[config.mk]
export PLATFORM = sky130hd
export DESIGN_NAME = sine_freq_meter
export DESIGN_NICKNAME = d
export VERILOG_FILES = /design/src/rtl/sine_meter_pkg.sv /design/src/rtl/sine_zero_cross.sv /design/src/rtl/sine_freq_meter.sv
export SDC_FILE = /design/constraint.sdc
export NUM_CORES = 1
export LEC_CHECK = 0
export ABC_AREA = 1
export CELL_PAD_IN_SITES_DETAIL_PLACEMENT = 0
export CELL_PAD_IN_SITES_GLOBAL_PLACEMENT = 1
export CORE_MARGIN = 8
export CORE_UTILIZATION = 41
export CTS_CLUSTER_SIZE = 40
export DETAILED_ROUTE_END_ITERATION = 8
export HOLD_SLACK_MARGIN = 0.12
export PLACE_DENSITY = 0.82
export SETUP_SLACK_MARGIN = 0.3
export SLEW_MARGIN = 5
export SYNTH_ARGS = -nofsm -noshare
export SYNTH_HDL_FRONTEND = slang
export SYNTH_SLANG_ARGS = --single-unit
export TNS_END_PERCENT = 30
[constraint.sdc]
create_clock -name clk -period 4.2 [get_ports clk]
set_clock_uncertainty 0.1 [all_clocks]
set_input_delay 1.05 -clock clk [delete_from_list [all_inputs] [get_ports clk]]
set_output_delay 1.05 -clock clk [all_outputs]
set_load 0.01 [all_outputs]
[src/rtl/sine_meter_pkg.sv]
// Shared types and default constants for the sine frequency/amplitude meter.
// Shared by sine_zero_cross and sine_freq_meter.
package sine_meter_pkg;

  typedef logic signed [15:0] sample_t;

  typedef enum logic [1:0] {
    SEEK     = 2'd0,
    ARM_LOW  = 2'd1,
    RUN_HIGH = 2'd2,
    RUN_LOW  = 2'd3
  } meter_state_t;

  localparam int DEF_HYST     = 256;
  localparam int DEF_TIMEOUT  = 10_000_000;
  localparam int DEF_PERIOD_W = 32;

endpackage

[src/rtl/sine_zero_cross.sv]
// Hysteresis classifier: flags a strobed sample as clearly low (<= -HYST) or
// clearly high (>= HYST); samples in the dead band raise neither flag.
module sine_zero_cross
  import sine_meter_pkg::*;
#(
  parameter int HYST = DEF_HYST
) (
  input  logic               sample_en,
  input  logic signed [15:0] sin_val,
  output logic               is_low,
  output logic               is_high
);

  localparam sample_t HYST_POS = sample_t'(HYST);
  localparam sample_t HYST_NEG = sample_t'(-HYST);

  // Signed compares so that -32768 lands in the low band.
  always_comb begin
    is_low  = sample_en && (sin_val <= HYST_NEG);
    is_high = sample_en && (sin_val >= HYST_POS);
  end

endmodule

[src/rtl/sine_freq_meter.sv]
// Measures period (clk cycles between rising crossings) and positive peak of a
// strobed sine stream. Define SINE_METER_PP_EN to also report peak-to-peak.
module sine_freq_meter
  import sine_meter_pkg::*;
#(
  parameter int HYST     = DEF_HYST,
  parameter int TIMEOUT  = DEF_TIMEOUT,
  parameter int PERIOD_W = DEF_PERIOD_W
) (
  input  logic                clk,
  input  logic                reset,
  input  logic                sample_en,
  input  logic signed [15:0]  sin_val,
  output logic [PERIOD_W-1:0] period,
  output logic signed [15:0]  peak,
  output logic [16:0]         pk2pk,
  output logic                meas_valid,
  output logic                no_signal
);

  localparam logic [PERIOD_W-1:0] CNT_MAX = '1;
  localparam logic [PERIOD_W-1:0] TO_LAST = PERIOD_W'(TIMEOUT - 1);

  meter_state_t        state;
  logic [PERIOD_W-1:0] cnt;
  logic [PERIOD_W-1:0] cnt_inc;
  sample_t             runmax;
  sample_t             hi_ext;
  logic                is_low;
  logic                is_high;
  logic                in_run;
  logic                crossing;
  logic                timeout;

  sine_zero_cross #(
    .HYST (HYST)
  ) u_zero_cross (
    .sample_en (sample_en),
    .sin_val   (sin_val),
    .is_low    (is_low),
    .is_high   (is_high)
  );

  // A crossing in the timeout cycle still counts; timeout only fires without one.
  always_comb begin
    in_run   = (state == RUN_HIGH) || (state == RUN_LOW);
    crossing = (state == RUN_LOW) && is_high;
    timeout  = in_run && (cnt == TO_LAST) && !crossing;
    cnt_inc  = (cnt == CNT_MAX) ? cnt : cnt + PERIOD_W'(1);
    hi_ext   = (sin_val > runmax) ? sin_val : runmax;
  end

  always_ff @(posedge clk or posedge reset) begin
    if (reset) begin
      state      <= SEEK;
      cnt        <= '0;
      runmax     <= '0;
      period     <= '0;
      peak       <= '0;
      meas_valid <= 1'b0;
      no_signal  <= 1'b1;
    end else begin
      meas_valid <= 1'b0;
      case (state)
        SEEK: begin
          cnt <= '0;
          if (is_low) state <= ARM_LOW;
        end
        ARM_LOW: begin
          cnt <= '0;
          if (is_high) begin
            state  <= RUN_HIGH;
            runmax <= sin_val;
          end
        end
        RUN_HIGH, RUN_LOW: begin
          if (crossing) begin
            state      <= RUN_HIGH;
            period     <= cnt_inc;
            peak       <= hi_ext;
            meas_valid <= 1'b1;
            no_signal  <= 1'b0;
            cnt        <= '0;
            runmax     <= sin_val;
          end else if (timeout) begin
            state     <= SEEK;
            no_signal <= 1'b1;
            cnt       <= '0;
          end else begin
            cnt <= cnt_inc;
            if (sample_en) runmax <= hi_ext;
            if ((state == RUN_HIGH) && is_low) state <= RUN_LOW;
          end
        end
        default: begin
          state <= SEEK;
          cnt   <= '0;
        end
      endcase
    end
  end

`ifdef SINE_METER_PP_EN
  sample_t runmin;
  sample_t lo_ext;

  always_comb begin
    lo_ext = (sin_val < runmin) ? sin_val : runmin;
  end

  // Extremes include the closing crossing sample; the difference is never negative.
  always_ff @(posedge clk or posedge reset) begin
    if (reset) begin
      runmin <= '0;
      pk2pk  <= '0;
    end else begin
      if ((state == ARM_LOW) && is_high) begin
        runmin <= sin_val;
      end else if (crossing) begin
        pk2pk  <= {hi_ext[15], hi_ext} - {lo_ext[15], lo_ext};
        runmin <= sin_val;
      end else if (in_run && !timeout && sample_en) begin
        runmin <= lo_ext;
      end
    end
  end
`else
  assign pk2pk = '0;
`endif

endmodule

==> impl_metrics.toml <==
[timing]
final-max-slew-violation-count = 0
worst_slew_pin_slew_ps = 1050
setup_violations = 0
timing.fmax_ghz = 0.307
rsz0062_at_grt = "no"
period_needed_ps = 3260
fin_crit_sh_pct = 77.6
fin_setup_tns_ps = 0
slew_headroom_pct = 29.8
hold_viol = 0

[clock_network]
cts-buffers-inserted = 9
cts.clk_slew.worst_paths_ps = 70
post_cts_buffers = 0
clock_sinks = 100
hold_buffers = 0
htreeDepth = 3
post_cts_resized = 0
clockRootBuffer = "clkbuf_16"
insertion_delay_ps = 360
cts_tree = "yes"
clk_path_buf_depth = 2

[logic_synthesis]
synth.cell_area_sq_um = 5720
yosysWarnings = 0
synth_compound_area_share_pct = 10.1
ys_ff_latch = 100
synth_top_area_share_pct = 43.3
synthTopCellsByCount = "nand2_1, dfrtp_1, nor2_1, nand3_1, inv_1"
syn_inst = 707
synth_cell_types = 37
synthMuxAreaShare_pct = 0
ys.flop_type = "dfrtp_1"
synthTopCellsByArea = "dfrtp_1, nand2_1, nand3_1"
synth_enable_flop_cells = 0
ys_async_sr_fraction_pct = 100
ys_seq_area_share_pct = 43.7
synthAdderAreaFrac_pct = 3.72
synth_xor_area_share_pct = 4.13
synth_top_family_by_area = "simple AND/OR/NAND/NOR gates"
synthSimpleGateAreaFrac_pct = 29.5
syn_area_per_cell_sq_um = 8.10
yosysMostFrequentCell = "nand2_1"
synth_top_area_cell = "dfrtp_1"

[job]
drv_cap = 0

[floorplanning]
std_cell_rows = 43
start_util_pct = 41.6
die-area_sq_um = 18000
core_area_sq_um = 13800
fp.dieH_um = 134
die_w_um = 134
ios = 86

[drt]
routed_wl_um = 15100
post_drt_wl_per_cell_um = 15.9
detail-route-antenna-nets = 0
drc = 0
vias_per_cell = 5.16
drt_iter0_drc = 257
dr.pass1.iters = 5
vias = 4900

[run_status]
outcome = "complete, no violations"

[setup_path]
crit_family = "simple AND/OR/NAND/NOR gates"
cp_slowest_cell = "clkdlybuf4s50_1"
crit_buf_inv = 1
start_kind = "input pin"
cp.arrival_ps = 3450
endpoint_kind = "register"
r2r_setup_slack_ps = 1440
max_stage_delay_ps = 510
cp_max_fo = 16
critPathRequiredTime_ps = 4390
crit_type = "in -> reg"
cp_cell_sequence = "clkdlybuf4s50_1 > ha_1 > nand2_1 > nor3_2 > nand3_1 > nand3_2 > nand2_1 > nand3_1 > o21a_1"

[power_and_ir_drop]
swShare_pct = 38.3
power_leakage_nw = 2.98
internal-power_mw = 2.72
combPwrFrac_pct = 45.3
pwr-share-clk_pct = 20.9
cellPowerDensity_nw_per_um2 = 646
power_switching_mw = 1.69
irDropWorstVdd_v = 0.000344
seq_power_share_pct = 33.9

[layout]
antenna_cells = 0
fillers = 1376
nNetsFinal = 801
stdcell_area_sq_um = 6830
area_growth_pct = 19.3
drive_gt1_share_pct = 6.88

[placed_design]
io_buffers = 68
gp_congestion = 0.882
placed_area_sq_um = 6500
dp_hpwl_um = 10900

[global_routing]
grt_overflow_total = 0
grt_max_degree = 84
antenna_found_initial = 0
grt_pass1_wl_um = 25100
track_usage_pct = 17.3
grt_pass1_vias = 4873

[hold_path]
hp-class = "reg -> reg"
==> kinds of logic (layout without fill, tap and decap cells) <==
group	Yosys count	after routing
and+or+nand+nor	370	370
xor gates and xnor gates	27	27
other	1	17
DFF	100	100
buffers and inverters	103	150
AOI/OAI and AO/OA	89	89
adders and majority gates	17	17
==> worst reg2reg max path, stage by stage (launching register included) <==
cell	delay [ps]
dfrtp_1	390
ha_1	270
nand3_2	160
nor2_2	170
nand3b_1	120
nor2_1	140
nand2_2	150
nand2_1	120
nor2_1	70
inv_1	770
nor3_1	140
==> sequential cells by signal (all words and copies together) (netlist names) <==
name,cells
period,32
runmax,16
cnt,32
no_signal,1
meas_valid,1
peak,16
state,2
==> layout by cell type (no fill, tap or decap), types with 3 or more instances in the layout <==
master / synthesis / routed
nand2_1: 147 / 146
dfrtp_1: 99 / 99
nor2_1: 78 / 78
nand3_1: 72 / 72
clkdlybuf4s50_1: 0 / 68
inv_1: 57 / 55
o21a_1: 38 / 38
a21oi_1: 35 / 35
nand4_1: 29 / 29
xor2_1: 18 / 18
ha_1: 17 / 17
conb_1: 1 / 17
nor3_1: 13 / 13
nor4_1: 9 / 9
xnor2_1: 9 / 9
clkbuf_16: 0 / 9
nand2_2: 6 / 7
buf_4: 22 / 6
o21ai_1: 5 / 5
nor2_2: 4 / 4
nor2_4: 4 / 4
a21oi_2: 3 / 3
o21ai_0: 3 / 3
nand3_2: 3 / 3
inv_6: 0 / 3
==> layer usage <==
layer	wire, um	global-route usage (%)
met1	7160	23.7
met2	6890	26.4
met3	750	3.37
met4	293	6.92
met5	0	0
==> metrics by stage <==
step	power [mW]	util [%]	cells	hold slack, ps	worst slack, ps
after CTS	4.47	49.6	950	371	920
final	4.41	49.6	950	366	940
after global routing	4.75	49.6	950	390	701
after detailed placement	3.54	47.2	934	361	562
after floorplan	2.76	-	723	371	433
after global placement	3.48	47.2	934	355	634
==> cell type report <==
| class | count | area, sq um | area share, % |
|---|---|---|---|
| clock buffers | 10 | 239 | 3.50 |
| clock inverters | 6 | 91.3 | 1.34 |
| inverters | 58 | 220 | 3.23 |
| multi-input cells | 520 | 2780 | 40.8 |
| flip-flops and latches | 100 | 2500 | 36.7 |
| well taps | 180 | 225 | 3.30 |
| repair buffers | 76 | 766 | 11.2 |
==> worst paths after layout <==
check / end / start / cells after the start
worst max-delay path: peak[15] / sin_val[15] / 9
worst min-delay path: no_signal / no_signal / 2
worst max register to register: cnt[19] / cnt[0] / 10
worst min register to register: no_signal / no_signal / 2
max in group asynchronous: cnt[15] / reset / 3
min in group asynchronous: peak[3] / reset / 2
==> power by group through the flow <==
| stage | combinational (mW) | sequential, mW | clock (mW) |
|---|---|---|---|
| 3_3_place_gp | 1.98 | 1.50 | 0 |
| 2_1_floorplan | 1.18 | 1.57 | 0 |
| 3_5_place_dp | 2.03 | 1.51 | 0 |
| 4_1_cts | 2.03 | 1.50 | 0.946 |
| 6_report | 2.00 | 1.49 | 0.920 |
| 5_1_grt | 2.24 | 1.53 | 0.980 |
Power figures use the tool's default switching activity.
